==> src/rtl/team_06_i2s_pkg.sv <==
// Shared definitions for the I2S ADC receiver: FSM states, default geometry
// and the bit-counter width helper.
package team_06_i2s_pkg;

  localparam int CLK_DIV_DEF   = 4;
  localparam int SLOT_BITS_DEF = 32;
  localparam int DATA_W_DEF    = 24;

  typedef enum logic [1:0] {
    ST_IDLE = 2'd0,
    ST_SYNC = 2'd1,
    ST_RUN  = 2'd2
  } state_e;

  function automatic int cnt_w(input int n);
    return $clog2(n);
  endfunction

endpackage

==> src/rtl/team_06_i2s_clkgen.sv <==
// Bit-clock divider: i2sclk toggles every CLK_DIV hwclk cycles while en=1,
// with a capture strobe on the last high cycle and a strobe on the falling cycle.
module team_06_i2s_clkgen
  import team_06_i2s_pkg::*;
#(
  parameter int CLK_DIV = CLK_DIV_DEF
) (
  input  logic hwclk,
  input  logic reset,
  input  logic en,
  output logic i2sclk,
  output logic fall_stb,
  output logic cap_stb
);

  localparam int DW = $clog2(CLK_DIV);
  localparam logic [DW-1:0] DIV_LAST = DW'(CLK_DIV - 1);

  logic [DW-1:0] div_q, div_d;
  logic          clk_q, clk_d;
  logic          fall_q, fall_d;
  logic          last_cyc;

  assign last_cyc = (div_q == DIV_LAST);
  assign cap_stb  = en && clk_q && last_cyc;

  always_comb begin
    div_d  = div_q;
    clk_d  = clk_q;
    fall_d = cap_stb;
    if (!en) begin
      div_d = '0;
      clk_d = 1'b0;
    end else if (last_cyc) begin
      div_d = '0;
      clk_d = ~clk_q;
    end else begin
      div_d = div_q + 1'b1;
    end
  end

  always_ff @(posedge hwclk or posedge reset) begin
    if (reset) begin
      div_q  <= '0;
      clk_q  <= 1'b0;
      fall_q <= 1'b0;
    end else begin
      div_q  <= div_d;
      clk_q  <= clk_d;
      fall_q <= fall_d;
    end
  end

  assign i2sclk   = clk_q;
  assign fall_stb = fall_q;

endmodule

==> src/rtl/team_06_i2s_adc_rx.sv <==
// I2S ADC receiver: drives bit clock / word select, deserialises samples and
// hands them out over valid/ready. Define I2S_RX_STEREO_EN to emit right slots too.
module team_06_i2s_adc_rx
  import team_06_i2s_pkg::*;
#(
  parameter int CLK_DIV   = CLK_DIV_DEF,
  parameter int SLOT_BITS = SLOT_BITS_DEF,
  parameter int DATA_W    = DATA_W_DEF
) (
  input  logic              hwclk,
  input  logic              reset,
  input  logic              en,
  input  logic              adc_serial_in,
  output logic              i2sclk,
  output logic              ws_adc,
  output logic [DATA_W-1:0] sample_data,
  output logic              sample_right,
  output logic              sample_valid,
  input  logic              sample_ready,
  output logic              overrun
);

  localparam int BW = cnt_w(SLOT_BITS);
  localparam logic [BW-1:0] LAST_BIT = BW'(SLOT_BITS - 1);
  localparam logic [BW-1:0] LSB_BIT  = BW'(DATA_W);

  logic fall_stb, cap_stb;

  team_06_i2s_clkgen #(.CLK_DIV(CLK_DIV)) u_clkgen (
    .hwclk    (hwclk),
    .reset    (reset),
    .en       (en),
    .i2sclk   (i2sclk),
    .fall_stb (fall_stb),
    .cap_stb  (cap_stb)
  );

  logic [1:0] sync_q;
  logic       sdi;

  always_ff @(posedge hwclk or posedge reset) begin
    if (reset) sync_q <= '0;
    else       sync_q <= {sync_q[0], adc_serial_in};
  end

  assign sdi = sync_q[1];

  state_e            state_q, state_d;
  logic [BW-1:0]     bit_q, bit_d;
  logic              ws_q, ws_d;
  logic [DATA_W-1:0] shreg_q, shreg_d, shreg_nx;
  logic [DATA_W-1:0] data_q, data_d;
  logic              valid_q, valid_d;
  logic              ovr_q, ovr_d;
  logic              slot_en, in_data, shift_en, complete;

`ifdef I2S_RX_STEREO_EN
  logic right_q, right_d;
  assign slot_en      = 1'b1;
  assign sample_right = right_q;
`else
  assign slot_en      = ~ws_q;
  assign sample_right = 1'b0;
`endif

  // Slot MSB sits at b=1; b=0 carries the previous slot's tail.
  assign in_data  = (bit_q != '0) && (bit_q <= LSB_BIT);
  assign shift_en = (state_q == ST_RUN) && cap_stb && slot_en && in_data;
  assign complete = shift_en && (bit_q == LSB_BIT);
  assign shreg_nx = {shreg_q[DATA_W-2:0], sdi};

  always_comb begin
    state_d = state_q;
    bit_d   = bit_q;
    ws_d    = ws_q;
    shreg_d = shreg_q;
    case (state_q)
      ST_IDLE: state_d = ST_SYNC;
      ST_SYNC: if (fall_stb && (bit_q == LAST_BIT) && ws_q) state_d = ST_RUN;
      default: ;
    endcase
    if (fall_stb) begin
      if (bit_q == LAST_BIT) begin
        bit_d = '0;
        ws_d  = ~ws_q;
      end else begin
        bit_d = bit_q + 1'b1;
      end
    end
    if (shift_en) shreg_d = shreg_nx;
    if (!en) begin
      state_d = ST_IDLE;
      bit_d   = '0;
      ws_d    = 1'b0;
      shreg_d = '0;
    end
  end

  // A completing sample only replaces the held one if that one leaves this cycle.
  always_comb begin
    valid_d = valid_q;
    data_d  = data_q;
    ovr_d   = 1'b0;
`ifdef I2S_RX_STEREO_EN
    right_d = right_q;
`endif
    if (complete) begin
      if (!valid_q || sample_ready) begin
        data_d  = shreg_nx;
        valid_d = 1'b1;
`ifdef I2S_RX_STEREO_EN
        right_d = ws_q;
`endif
      end else begin
        ovr_d = 1'b1;
      end
    end else if (valid_q && sample_ready) begin
      valid_d = 1'b0;
    end
  end

  always_ff @(posedge hwclk or posedge reset) begin
    if (reset) begin
      state_q <= ST_IDLE;
      bit_q   <= '0;
      ws_q    <= 1'b0;
      shreg_q <= '0;
      data_q  <= '0;
      valid_q <= 1'b0;
      ovr_q   <= 1'b0;
    end else begin
      state_q <= state_d;
      bit_q   <= bit_d;
      ws_q    <= ws_d;
      shreg_q <= shreg_d;
      data_q  <= data_d;
      valid_q <= valid_d;
      ovr_q   <= ovr_d;
    end
  end

`ifdef I2S_RX_STEREO_EN
  always_ff @(posedge hwclk or posedge reset) begin
    if (reset) right_q <= 1'b0;
    else       right_q <= right_d;
  end
`endif

  assign ws_adc       = ws_q;
  assign sample_data  = data_q;
  assign sample_valid = valid_q;
  assign overrun      = ovr_q;

endmodule

==> config.mk <==
export PLATFORM = sky130hd
export DESIGN_NAME = team_06_i2s_adc_rx
export DESIGN_NICKNAME = d
export VERILOG_FILES = /design/src/rtl/team_06_i2s_pkg.sv /design/src/rtl/team_06_i2s_clkgen.sv /design/src/rtl/team_06_i2s_adc_rx.sv
export SDC_FILE = /design/constraint.sdc
export NUM_CORES = 1
export LEC_CHECK = 0
export BUFFER_PORTS_ARGS = -buffer_cell sky130_fd_sc_hd__buf_2
export CORE_MARGIN = 2
export CORE_UTILIZATION = 62
export DETAILED_ROUTE_END_ITERATION = 8
export PLACE_DENSITY = 0.84
export SETUP_SLACK_MARGIN = 0.3
export SYNTH_ARGS = -nofsm -noshare
export SYNTH_HDL_FRONTEND = slang
export SYNTH_SLANG_ARGS = --single-unit
==> constraint.sdc <==
create_clock -name hwclk -period 4.11 [get_ports hwclk]
set_input_delay 0.822 -clock hwclk [delete_from_list [all_inputs] [get_ports hwclk]]
set_output_delay 0.822 -clock hwclk [all_outputs]
set_load 0.01 [all_outputs]
---- After elaboration in Yosys (flattened, before gate mapping) ----
Cells that the tools add are included.
word-level totals
  bits in registers ....................... 63
  bits of input ports ..................... 5
  output and inout bits ................... 29
  logic and storage cells ................. 67
cells by class
  add/subtract/negate cells ............... 2
  magnitude comparators ................... 1
  equal/unequal tests ..................... 12
  mux-type cells .......................... 20
  bitwise gates (word level) .............. 2
  reduce and logical (&&, ||, !) cells .... 19
operator list
  cell                                                 count
  two-way mux 23 bit                                   2
  two-way mux 5 bit                                    3
  equality test 5 bit, second input constant           2
  logical AND 1 bit                                    10
  two-way mux 1 bit                                    10
  != test 2 x 1 -> 1 bit, second input constant        5
  two-way mux 2 bit                                    4
  AND reduction 2 bit                                  4
  adder 5 x 1 -> 5 bit, second input constant          1
  <= comparator 5 bit, second input constant           1
  nonzero test 5 bit                                   1
  equality test 2 bit, second input constant           2
  case mux 2 bit (2 select lines)                      1
  != test 3 x 1 -> 1 bit, second input constant        1
  != test 3 bit, second input constant                 1
  adder 2 x 1 -> 2 bit, second input constant          1
  equality test 2 x 1 -> 1 bit, second input constant  1
  logical NOT 2 bit                                    1
  inverter 1 bit                                       2
  nonzero test 2 bit                                   1
  logical NOT 1 bit                                    1
  logical OR 1 bit                                     1

---- Depth between registers and ports, before layout ----
Gate-level depths: netlist of the first run.
  word-level depth ........................ 8
  gate-level depth with buffers ........... 7
  depth with buffers taken out ............ 6

---- Hierarchy ----
Synthesis of the first run repeated with hierarchy kept, for this count alone.
unflattened totals
  cell total of the unflattened synthesis .. 193
  area total of the unflattened synthesis .. 2,726.4 µm²
modules (own cells, without submodules)
  module              instances  cells each  area an instance (µm²)  seq. area each (µm²)
  team_06_i2s_adc_rx  1          182         2,573.7                 1,476.4
  team_06_i2s_clkgen  1          11          152.6                   100.1

---- Worst setup path before layout of the first run ----
Ideal clock, no wire load.
  path kind ............................... input to register
  start ................................... input en
  end ..................................... register data_q[0], in the netlist sample_data[0]
  setup time .............................. 0.125 ns
  data arrival time ....................... 1.927 ns
  required time ........................... 3.985 ns
  slack ................................... 2.058 ns
  stages on the path ...................... 7
  buffers on the path ..................... 4
  path through ............................ buf_6 -> and3_4 -> buf_6 -> and4_4 -> buf_6 -> buf_12 -> mux2_4
on the way
  longest elaborated chain between the ends .. 7
ends and longest elaborated chain
  element                          line                       text
  start, declared                  team_06_i2s_adc_rx.sv:12   input logic en,
  logical AND 1 bit (2 in series)  team_06_i2s_clkgen.sv:25   assign cap_stb = en && clk_q && last_cyc;
  via cap_stb                      team_06_i2s_adc_rx.sv:27   logic fall_stb, cap_stb;
  logical AND 1 bit (3 in series)  team_06_i2s_adc_rx.sv:68   assign shift_en = (state_q == ST_RUN) && cap_stb && slot_en && in_data;
  logical AND 1 bit                team_06_i2s_adc_rx.sv:69   assign complete = shift_en && (bit_q == LSB_BIT);
  AND reduction 2 bit (no line)    n/a
  end signal, assigned             team_06_i2s_adc_rx.sv:136  data_q <= data_d;
  end, declared                    team_06_i2s_adc_rx.sv:52   logic [DATA_W-1:0] data_q, data_d;
The timed path passes the listed nets, and every way through them passes these cells.
A chain may end at the register's enable or synchronous reset.

---- Worst setup path after layout of the first run ----
  start ................................... input en
  end ..................................... register data_q[3], in the netlist sample_data[3]
on the way
  longest elaborated chain between the ends .. 7
ends and longest elaborated chain
  element                          line
  logical AND 1 bit (2 in series)  team_06_i2s_clkgen.sv:25
  logical AND 1 bit (3 in series)  team_06_i2s_adc_rx.sv:68
  logical AND 1 bit                team_06_i2s_adc_rx.sv:69
  AND reduction 2 bit (no line)    n/a
No other way between the ends.

==> flow_metrics.env, run 1 <==
export IMPL_outcome="completed"
export IMPL_grt_pass1_wl_mm=8.20
export IMPL_hold_viol=0
export IMPL_yosys_warnings=0
export IMPL_netlist_cell_type_count=35
export IMPL_dieArea_sq_um=5150
export IMPL_syn_nets=227
export IMPL_tightest_slew_ns=1.02
export IMPL_gp_congestion=0.703
export IMPL_cts_resized_gates=0
export IMPL_clockRootBuffer="clkbuf_8"
export IMPL_n_fill_cell=297
export IMPL_area_growth_syn_to_layout_pct=10.4
export IMPL_worst_path_buf_inv=1
export IMPL_pwr_share_seq=0.527
export IMPL_internal_power_mw=0.926
export IMPL_io_pins=34
export IMPL_holdBufCountCts=0
export IMPL_clockBufferDepth=2
export IMPL_layout_setup_ws_ns=1.78
export IMPL_cp_required_ns=4.33
export IMPL_htree_levels=3
export IMPL_antenna_found_initial=0
export IMPL_ff_latch_area_sq_um=1580
export IMPL_dp_hpwl_mm=2.96
export IMPL_synth_seq_cells=63
export IMPL_wl_met1_mm=2.25
export IMPL_syn_area_sq_um=2850
export IMPL_crit_slowest_cell="and4_4"
export IMPL_cp_top_family="simple AND/OR/NAND/NOR gates"
export IMPL_max_freq_mhz=430
export IMPL_synth_compound_area_share=0.0259
export IMPL_synthAdderAreaFrac=0.0176
export IMPL_skew_ns=0.0102
export IMPL_start_kind="input port"
export IMPL_die_y_um=71.8
export IMPL_arrival_ns=2.55
export IMPL_dr_wl_met2_mm=2.20
export IMPL_pwr_share_clk=0.451
export IMPL_fin_crit_ns=2.33
export IMPL_post_cts_buffers=0
export IMPL_synth_xor_area_share=0.00615
export IMPL_vias=1619
export IMPL_cts_buffers=9
export IMPL_clkSinkCount=63
export IMPL_r2r_start="bit_q[0]"
export IMPL_start_util=0.649
export IMPL_r2r_slack_ns=2.02
export IMPL_final_period_utilization=0.566
export IMPL_p_leak_nw=1.68
export IMPL_synth_simple_gate_area_frac=0.0989
export IMPL_setup_viol_count_final=0
export IMPL_grt_pass1_vias=1710
export IMPL_avgSynthCellArea_sq_um=13.1
export IMPL_syn_inst=218
export IMPL_vdd_drop_max_mv=0.199
export IMPL_drt_iter0_markers=106
export IMPL_layout_common_cells="dfrtp_1, buf_2, nand2_1"
export IMPL_grt_usage=0.212
export IMPL_final_common_cell="dfrtp_1"
export IMPL_top_layer="met4"
export IMPL_synth_mux_area_fraction=0.213
export IMPL_vias_per_cell=5.27
export IMPL_num_rows=24
export IMPL_switchingPower_mw=0.263
export IMPL_grt_setup_unrepaired="no"
export IMPL_hold_path_depth=0
export IMPL_path_clk_slew_ns=0.07
export IMPL_ys_seq_area_frac=0.554
export IMPL_synth_top_family_by_area="multiplexers"
export IMPL_worst_hold_path_type="reg -> reg"
export IMPL_final_nets=259
export IMPL_setup_tns_ns=0
export IMPL_end_kind="flop"
export IMPL_drv_slew=0
export IMPL_drcViolationCount=0
export IMPL_sw_frac_of_total=0.221
export IMPL_multi_input_area_sq_um=1030
export IMPL_cpPeakStageDelay_ns=0.51
export IMPL_reg2reg_to="shreg_q[5]"
export IMPL_drt_pre_antenna_iters=4
export IMPL_gr_total_overflow=0
export IMPL_layout_drive_gt1_share=0.310
export IMPL_antennaDiodeCount=0
export IMPL_timing_hold_ws_ns=0.352
export IMPL_rr_worst_depth=5
export IMPL_die_w_um=71.8
export IMPL_hp_start="sync_q[0]"
export IMPL_critical_path_max_fanout=35
export IMPL_cts_tree="built"
export IMPL_core_area_sq_um=4380
export IMPL_io_buffers=32
export IMPL_powerDensity_nw_per_um2=378
export IMPL_hold_path_end="sync_q[1]"
export IMPL_cp_cell_sequence="buf_2, and3_4, and4_4, mux2_2"
export IMPL_routedWlPerCell_um=15.4
export IMPL_wirelength_mm=4.72
export IMPL_slew_limit_headroom=0.323
export IMPL_grt_max_degree=42
export IMPL_comb_power_share=0.022
export IMPL_dp_slack_ns=1.44
export IMPL_wl_met3_um=191
export IMPL_drtAntennaViolNets=0
export IMPL_critPathKind="in -> reg"
export IMPL_drv_cap=0
export IMPL_worstSkewPairLatency_ns=0.34
[power by group through the flow]
| stage | clock network (mW) | registers (mW) | logic (mW) |
|---|---|---|---|
| 4_1_cts | 0.542 | 0.626 | 0.0277 |
| 5_1_grt | 0.569 | 0.626 | 0.0311 |
| 2_1_floorplan | 0 | 0.638 | 0.0201 |
| 3_3_place_gp | 0 | 0.638 | 0.0262 |
| 3_5_place_dp | 0 | 0.638 | 0.0272 |
| 6_report | 0.536 | 0.626 | 0.0265 |
[registers in the layout, indices dropped and copies added, names as in the netlist, 2 cells and up]
signal          flops
bit_q               5
shreg_q            23
sync_q              2
state_q             2
u_clkgen.div_q      2
sample_data        24
[metrics by stage]
| step | total power, mW | std cells | instance area, sq um | util |
|---|---|---|---|---|
| global route | 1.23 | 307 | 3140 | 0.717 |
| floorplan | 0.658 | 218 | 2850 | - |
| CTS | 1.20 | 307 | 3140 | 0.717 |
| global placement | 0.664 | 291 | 2940 | 0.671 |
| finish | 1.19 | 307 | 3140 | 0.717 |
| detailed placement | 0.665 | 291 | 2940 | 0.671 |
[worst max path at each step]
| stage | startpoint | to | cells after the start |
|---|---|---|---|
| 6_report | en | sample_data[3] | 4 |
| 2_1_floorplan | reset | bit_q[0] | 1 |
| 3_5_place_dp | en | sample_data[2] | 4 |
| 4_1_cts | en | sample_data[3] | 4 |
| 3_3_place_gp | en | sample_data[4] | 4 |
| 5_1_grt | en | sample_data[3] | 4 |
[synth_stat cells]
master	number	area, sq um
and4b_1	1	10.0
and3_1	1	6.26
a21oi_1	1	5.00
nor2_1	1	3.75
nor2b_1	5	31.3
o21ai_0	2	10.0
mux2_2	4	45.0
buf_4	1	7.51
buf_12	4	80.1
conb_1	1	3.75
nor3b_2	1	12.5
and2_1	4	25.0
inv_1	27	101
and2b_1	1	7.51
mux2i_1	26	260
o2111ai_4	1	26.3
mux2_4	20	300
or4b_4	1	13.8
nand2_1	27	101
xnor2_1	1	8.76
and4bb_2	1	12.5
ha_1	4	50.1
and4_4	1	11.3
a41oi_1	1	8.76
o311a_1	1	10.0
dfrtp_1	63	1580
or3_1	1	6.26
and3_4	1	11.3
clkbuf_1	4	15.0
nand2b_1	3	18.8
xor2_1	1	8.76
buf_6	3	33.8
a31oi_1	1	6.26
nand3_1	2	10.0
a21boi_0	1	7.51
[metal layers]
metal / track usage / vias to the layer above
li1: - / 777
met1: 0.283 / 799
met2: 0.324 / 35
met3: 0.0577 / 8
met4: 0.103 / 0
met5: 0 / -
[cells by family after synthesis]
logic type               after synthesis
flip-flops                            63
AND/OR/NAND/NOR                       51
multiplexers                          50
buffers and inverters                 39
AO/OA/AOI/OAI                          8
adder cells (fa/ha/maj)                4
XOR/XNOR                               2
other                                  1
[layout make-up]
class | instances | area share
clock buffer | 11 | 0.0450
sequential | 63 | 0.502
tap | 52 | 0.0207
inverter | 27 | 0.0323
multi-input combinational | 116 | 0.329
timing repair buffer | 33 | 0.0534
clock inverter | 5 | 0.0183
Note: power is estimated with default switching activity, not from simulation.
==> run 2: changes to the inputs <==
Settings changed: CORE_UTILIZATION 62 to 52, PLACE_DENSITY 0.84 to 0.75.
Clock period 4.11 ns to 2.05 ns, I/O delays scaled along.
==> flow_metrics.env, run 2 (synthesis gave the netlist of run 1 again) <==
export IMPL_area_growth_syn_to_layout_pct=23.9
export IMPL_vias=1718
export IMPL_core_area_sq_um=5200
export IMPL_gp_congestion=0.680
export IMPL_grt_pass1_vias=1701
export IMPL_cpPeakStageDelay_ns=0.47
export IMPL_cp_top_family="simple AND/OR/NAND/NOR gates"
export IMPL_crit_slowest_cell="or4b_4"
export IMPL_startpoint="bit_q[0]"
export IMPL_timing_hold_ws_ns=0.0858
export IMPL_fin_crit_ns=1.88
export IMPL_layout_common_cells="dfrtp_1, buf_2, nand2_1"
export IMPL_start_util=0.547
export IMPL_start_kind="flop"
export IMPL_io_buffers=32
export IMPL_ff_latch_area_sq_um=1580
export IMPL_arrival_ns=2.12
export IMPL_grt_usage=0.189
export IMPL_drv_cap=0
export IMPL_htree_levels=3
export IMPL_antennaDiodeCount=0
export IMPL_final_period_utilization=0.915
export IMPL_multi_input_area_sq_um=1060
export IMPL_path_clk_slew_ns=0.08
export IMPL_final_nets=277
export IMPL_clockBufferDepth=2
export IMPL_max_freq_mhz=533
export IMPL_cp_required_ns=2.29
export IMPL_antenna_found_initial=0
export IMPL_critical_path_max_fanout=7
export IMPL_powerDensity_nw_per_um2=744
export IMPL_r2r_start="bit_q[0]"
export IMPL_drtAntennaViolNets=0
export IMPL_drcViolationCount=0
export IMPL_layout_drive_gt1_share=0.366
export IMPL_dp_hpwl_mm=3.01
export IMPL_cp_cell_sequence="inv_2, ha_4, or4b_4, o2111ai_4, clkbuf_16, mux2i_1"
export IMPL_skew_ns=0.0113
export IMPL_drt_pre_antenna_iters=4
export IMPL_power_mw=2.62
export IMPL_worst_hold_path_type="in -> async"
export IMPL_clockRootBuffer="clkbuf_8"
export IMPL_largest_register_ffs=24
export IMPL_die_w_um=78.0
export IMPL_outcome="completed"
export IMPL_critPathKind="reg -> reg"
export IMPL_drv_slew=0
export IMPL_clkSinkCount=63
export IMPL_holdBufCountCts=0
export IMPL_io_pins=34
export IMPL_grt_max_degree=35
export IMPL_wirelength_mm=5.54
export IMPL_final_common_cell="dfrtp_1"
export IMPL_dieArea_sq_um=6080
export IMPL_vias_per_cell=5.01
export IMPL_p_leak_nw=1.85
export IMPL_grt_pass1_wl_mm=8.68
export IMPL_n_fill_cell=386
export IMPL_gr_total_overflow=0
export IMPL_setup_tns_ns=0
export IMPL_setup_viol_count_final=0
export IMPL_cts_buffers=9
export IMPL_drt_iter0_markers=110
export IMPL_hold_viol=0
export IMPL_routedWlPerCell_um=16.1
export IMPL_worstSkewPairLatency_ns=0.34
export IMPL_vdd_drop_max_mv=0.461
export IMPL_num_rows=26
export IMPL_end_kind="flop"
export IMPL_cts_tree="built"
export IMPL_grt_setup_unrepaired="yes"
export IMPL_die_y_um=78.0
export IMPL_worst_path_buf_inv=2
==> run 2: layout make-up <==
cell class / count / area share
clock buffers: 13 / 0.0422
clock inverters: 3 / 0.0256
inverters: 27 / 0.0298
multi-input cells: 116 / 0.302
flip-flops and latches: 63 / 0.447
well taps: 70 / 0.0248
repair buffers: 51 / 0.128
==> run 2: final timing paths <==
| check | end | slack [ns] | cells after the start |
|---|---|---|---|
| max | shreg_q[22] | 0.17 | 6 |
| min | shreg_q[15] | 0.09 | 2 |
| max reg2reg | shreg_q[22] | 0.17 | 6 |
| min reg2reg | sync_q[1] | 0.37 | 0 |
| max in group asynchronous | shreg_q[5] | 1.43 | 3 |
| min in group hwclk | sync_q[0] | 0.19 | 1 |
==> run 2: timing repair <==
action / 4_1_cts / 5_1_grt
setup buffers: 5 / 2
setup endpoints to repair: 48 / 48
resized for setup: 15 / 4
gates cloned: 2 / 3
pin swaps: 1 / 1
==> run 2: where the power goes <==
| part | internal (mW) | switching (mW) | total (mW) |
|---|---|---|---|
| Combinational | 0.0180 | 0.0403 | 0.0583 |
| Sequential | 1.25 | 0.00537 | 1.26 |
| Clock | 0.844 | 0.465 | 1.31 |
==> run 2: layer usage <==
metal / up-vias / part of all wire / GRT usage
met5: - / 0 / 0
met4: 0 / 0.010 / 0.0895
met3: 4 / 0.043 / 0.0488
met2: 39 / 0.52 / 0.286
met1: 865 / 0.43 / 0.256
li1: 810 / - / -
==> run 2: stage by stage <==
step	worst slack, ns	cell area (sq um)	util	std cells
after floorplan	0.325	2850	-	218
after CTS	0.256	3430	0.658	338
after global placement	0.249	3040	0.584	315
after detailed placement	0.178	3040	0.584	315
after global routing	0.120	3530	0.677	343
final	0.174	3530	0.677	343
==> run 3: changes to the inputs <==
==> constraint.sdc (replaced) <==
create_clock -name hwclk -period 2.05 [get_ports hwclk]
set_input_delay 0.41 -clock hwclk [delete_from_list [all_inputs] [get_ports hwclk]]
set_output_delay 0.41 -clock hwclk [all_outputs]
set_load 0.1 [all_outputs]
==> flow_metrics.env, run 3 (synthesis gave the netlist of run 1 again) <==
export IMPL_start_kind="flop"
export IMPL_slew_limit_headroom=0.579
export IMPL_skew_ns=0.00492
export IMPL_die_y_um=78.0
export IMPL_worst_hold_path_type="in -> async"
export IMPL_drt_iter0_markers=55
export IMPL_setup_tns_ns=0
export IMPL_routedWlPerCell_um=15.8
export IMPL_final_common_cell="dfrtp_1"
export IMPL_area_growth_syn_to_layout_pct=22.9
export IMPL_comb_power_share=0.032
export IMPL_fin_crit_ns=1.81
export IMPL_drv_cap=0
export IMPL_gp_congestion=0.734
export IMPL_grt_max_degree=35
export IMPL_power_mw=2.39
export IMPL_die_w_um=78.0
export IMPL_arrival_ns=2.06
export IMPL_dpl_instance_area_sq_um=3060
export IMPL_dieArea_sq_um=6080
export IMPL_grt_pass1_wl_mm=8.76
export IMPL_vdd_drop_max_mv=0.535
export IMPL_worst_path_buf_inv=2
export IMPL_cpPeakStageDelay_ns=0.46
export IMPL_num_rows=26
export IMPL_n_fill_cell=385
export IMPL_start_util=0.547
export IMPL_ff_latch_area_sq_um=1590
export IMPL_powerDensity_nw_per_um2=684
export IMPL_r2r_start="bit_q[1]"
export IMPL_crit_slowest_cell="or4b_4"
export IMPL_tightest_slew_ns=0.630
export IMPL_grt_pass1_vias=1713
export IMPL_clockBufferDepth=2
export IMPL_vias=1739
export IMPL_outcome="completed"
export IMPL_max_freq_mhz=553
export IMPL_multi_input_area_sq_um=1090
export IMPL_cts_tree="built"
export IMPL_path_depth=6
export IMPL_switchingPower_mw=0.527
export IMPL_layout_common_cells="dfrtp_1, buf_2, nand2_1"
export IMPL_cts_buffers=9
export IMPL_drt_pre_antenna_iters=6
export IMPL_antennaDiodeCount=0
export IMPL_cp_top_family="simple AND/OR/NAND/NOR gates"
export IMPL_cp_required_ns=2.30
export IMPL_io_buffers=32
export IMPL_fin_util=0.672
export IMPL_reg2reg_to="shreg_q[8]"
export IMPL_design_area_sq_um=3500
export IMPL_vias_per_cell=5.06
export IMPL_setup_viol_count_final=0
export IMPL_rr_worst_depth=6
export IMPL_drv_slew=0
export IMPL_clkSinkCount=63
export IMPL_grt_usage=0.192
export IMPL_pwr_share_clk=0.443
export IMPL_critical_path_max_fanout=4
export IMPL_io_pins=34
export IMPL_drcViolationCount=0
export IMPL_layout_drive_gt1_share=0.391
export IMPL_sw_frac_of_total=0.220
export IMPL_pwr_share_seq=0.525
export IMPL_htree_levels=3
export IMPL_antenna_found_initial=0
export IMPL_p_leak_nw=1.80
export IMPL_r2r_slack_ns=0.24
export IMPL_worstSkewPairLatency_ns=0.34
export IMPL_dp_hpwl_mm=3.31
export IMPL_path_clk_slew_ns=0.07
export IMPL_end_kind="flop"
export IMPL_clockRootBuffer="clkbuf_8"
export IMPL_core_area_sq_um=5200
export IMPL_final_nets=278
export IMPL_grt_setup_unrepaired="yes"
export IMPL_drtAntennaViolNets=0
export IMPL_cp_cell_sequence="inv_2, ha_4, or4b_4, o2111ai_4, clkbuf_16, mux2i_1"
export IMPL_gr_total_overflow=0
export IMPL_largest_register_ffs=24
export IMPL_internal_power_mw=1.87
export IMPL_final_period_utilization=0.882
export IMPL_wirelength_mm=5.43
export IMPL_hold_viol=0
export IMPL_critPathKind="reg -> reg"
==> run 3: cell count changes in the layout (fill, tap and decap cells not counted), moves of 2 or more <==
cell       previous run  this run
buf_4                 8        11
bufinv_16             3         1
mux2_2                0         2
mux2_4               24        22
mux2i_1              26        24
mux2i_2               0         2
dfrtp_4               0         2
buf_6                 2         0
dfrtp_1              63        60
==> run 3: how the worst max path moves through the flow <==
stage	start	endpoint
after floorplan	u_clkgen.i2sclk	sample_data[0]
after CTS	bit_q[1]	shreg_q[18]
after global routing	bit_q[1]	shreg_q[8]
after detailed placement	bit_q[0]	shreg_q[18]
final	bit_q[1]	shreg_q[8]
after global placement	bit_q[0]	shreg_q[18]
==> run 3: power groups by stage <==
stage	registers, mW	logic, mW	clock network, mW
finish	1.26	0.0764	1.06
global route	1.26	0.0856	1.14
CTS	1.26	0.0787	1.09
detailed placement	1.28	0.0784	0
global placement	1.28	0.0773	0
floorplan	1.29	0.0478	0
==> run 3: layout make-up <==
type,count,share of cell area
multi-input combinational,116,0.311
timing repair buffer,52,0.126
tap,70,0.0250
sequential,63,0.453
clock inverter,3,0.0122
clock buffer,13,0.0426
inverter,27,0.0300
==> run 3: metal layers <==
layer	vias to the layer above	share of wire	global-route usage
li1	817	-	-
met1	871	0.43	0.245
met2	35	0.50	0.303
met3	16	0.029	0.0384
met4	0	0.036	0.116
met5	-	0	0
==> run 3: repair_timing <==
item,in CTS,in global routing
pin swaps,1,5
hold buffers,0,0
buffers inserted,4,4
gates resized for setup,13,11
gates cloned,2,2
endpoints found under the setup margin,39,48
==> run 3: stage by stage <==
| step | cells | hold slack [ns] | worst slack, ns |
|---|---|---|---|
| 2_1_floorplan | 218 | 0.331 | 0.230 |
| 3_3_place_gp | 316 | 0.340 | 0.226 |
| 3_5_place_dp | 316 | 0.339 | 0.173 |
| 4_1_cts | 338 | 0.163 | 0.268 |
| 5_1_grt | 344 | 0.170 | 0.207 |
| 6_report | 344 | 0.159 | 0.242 |
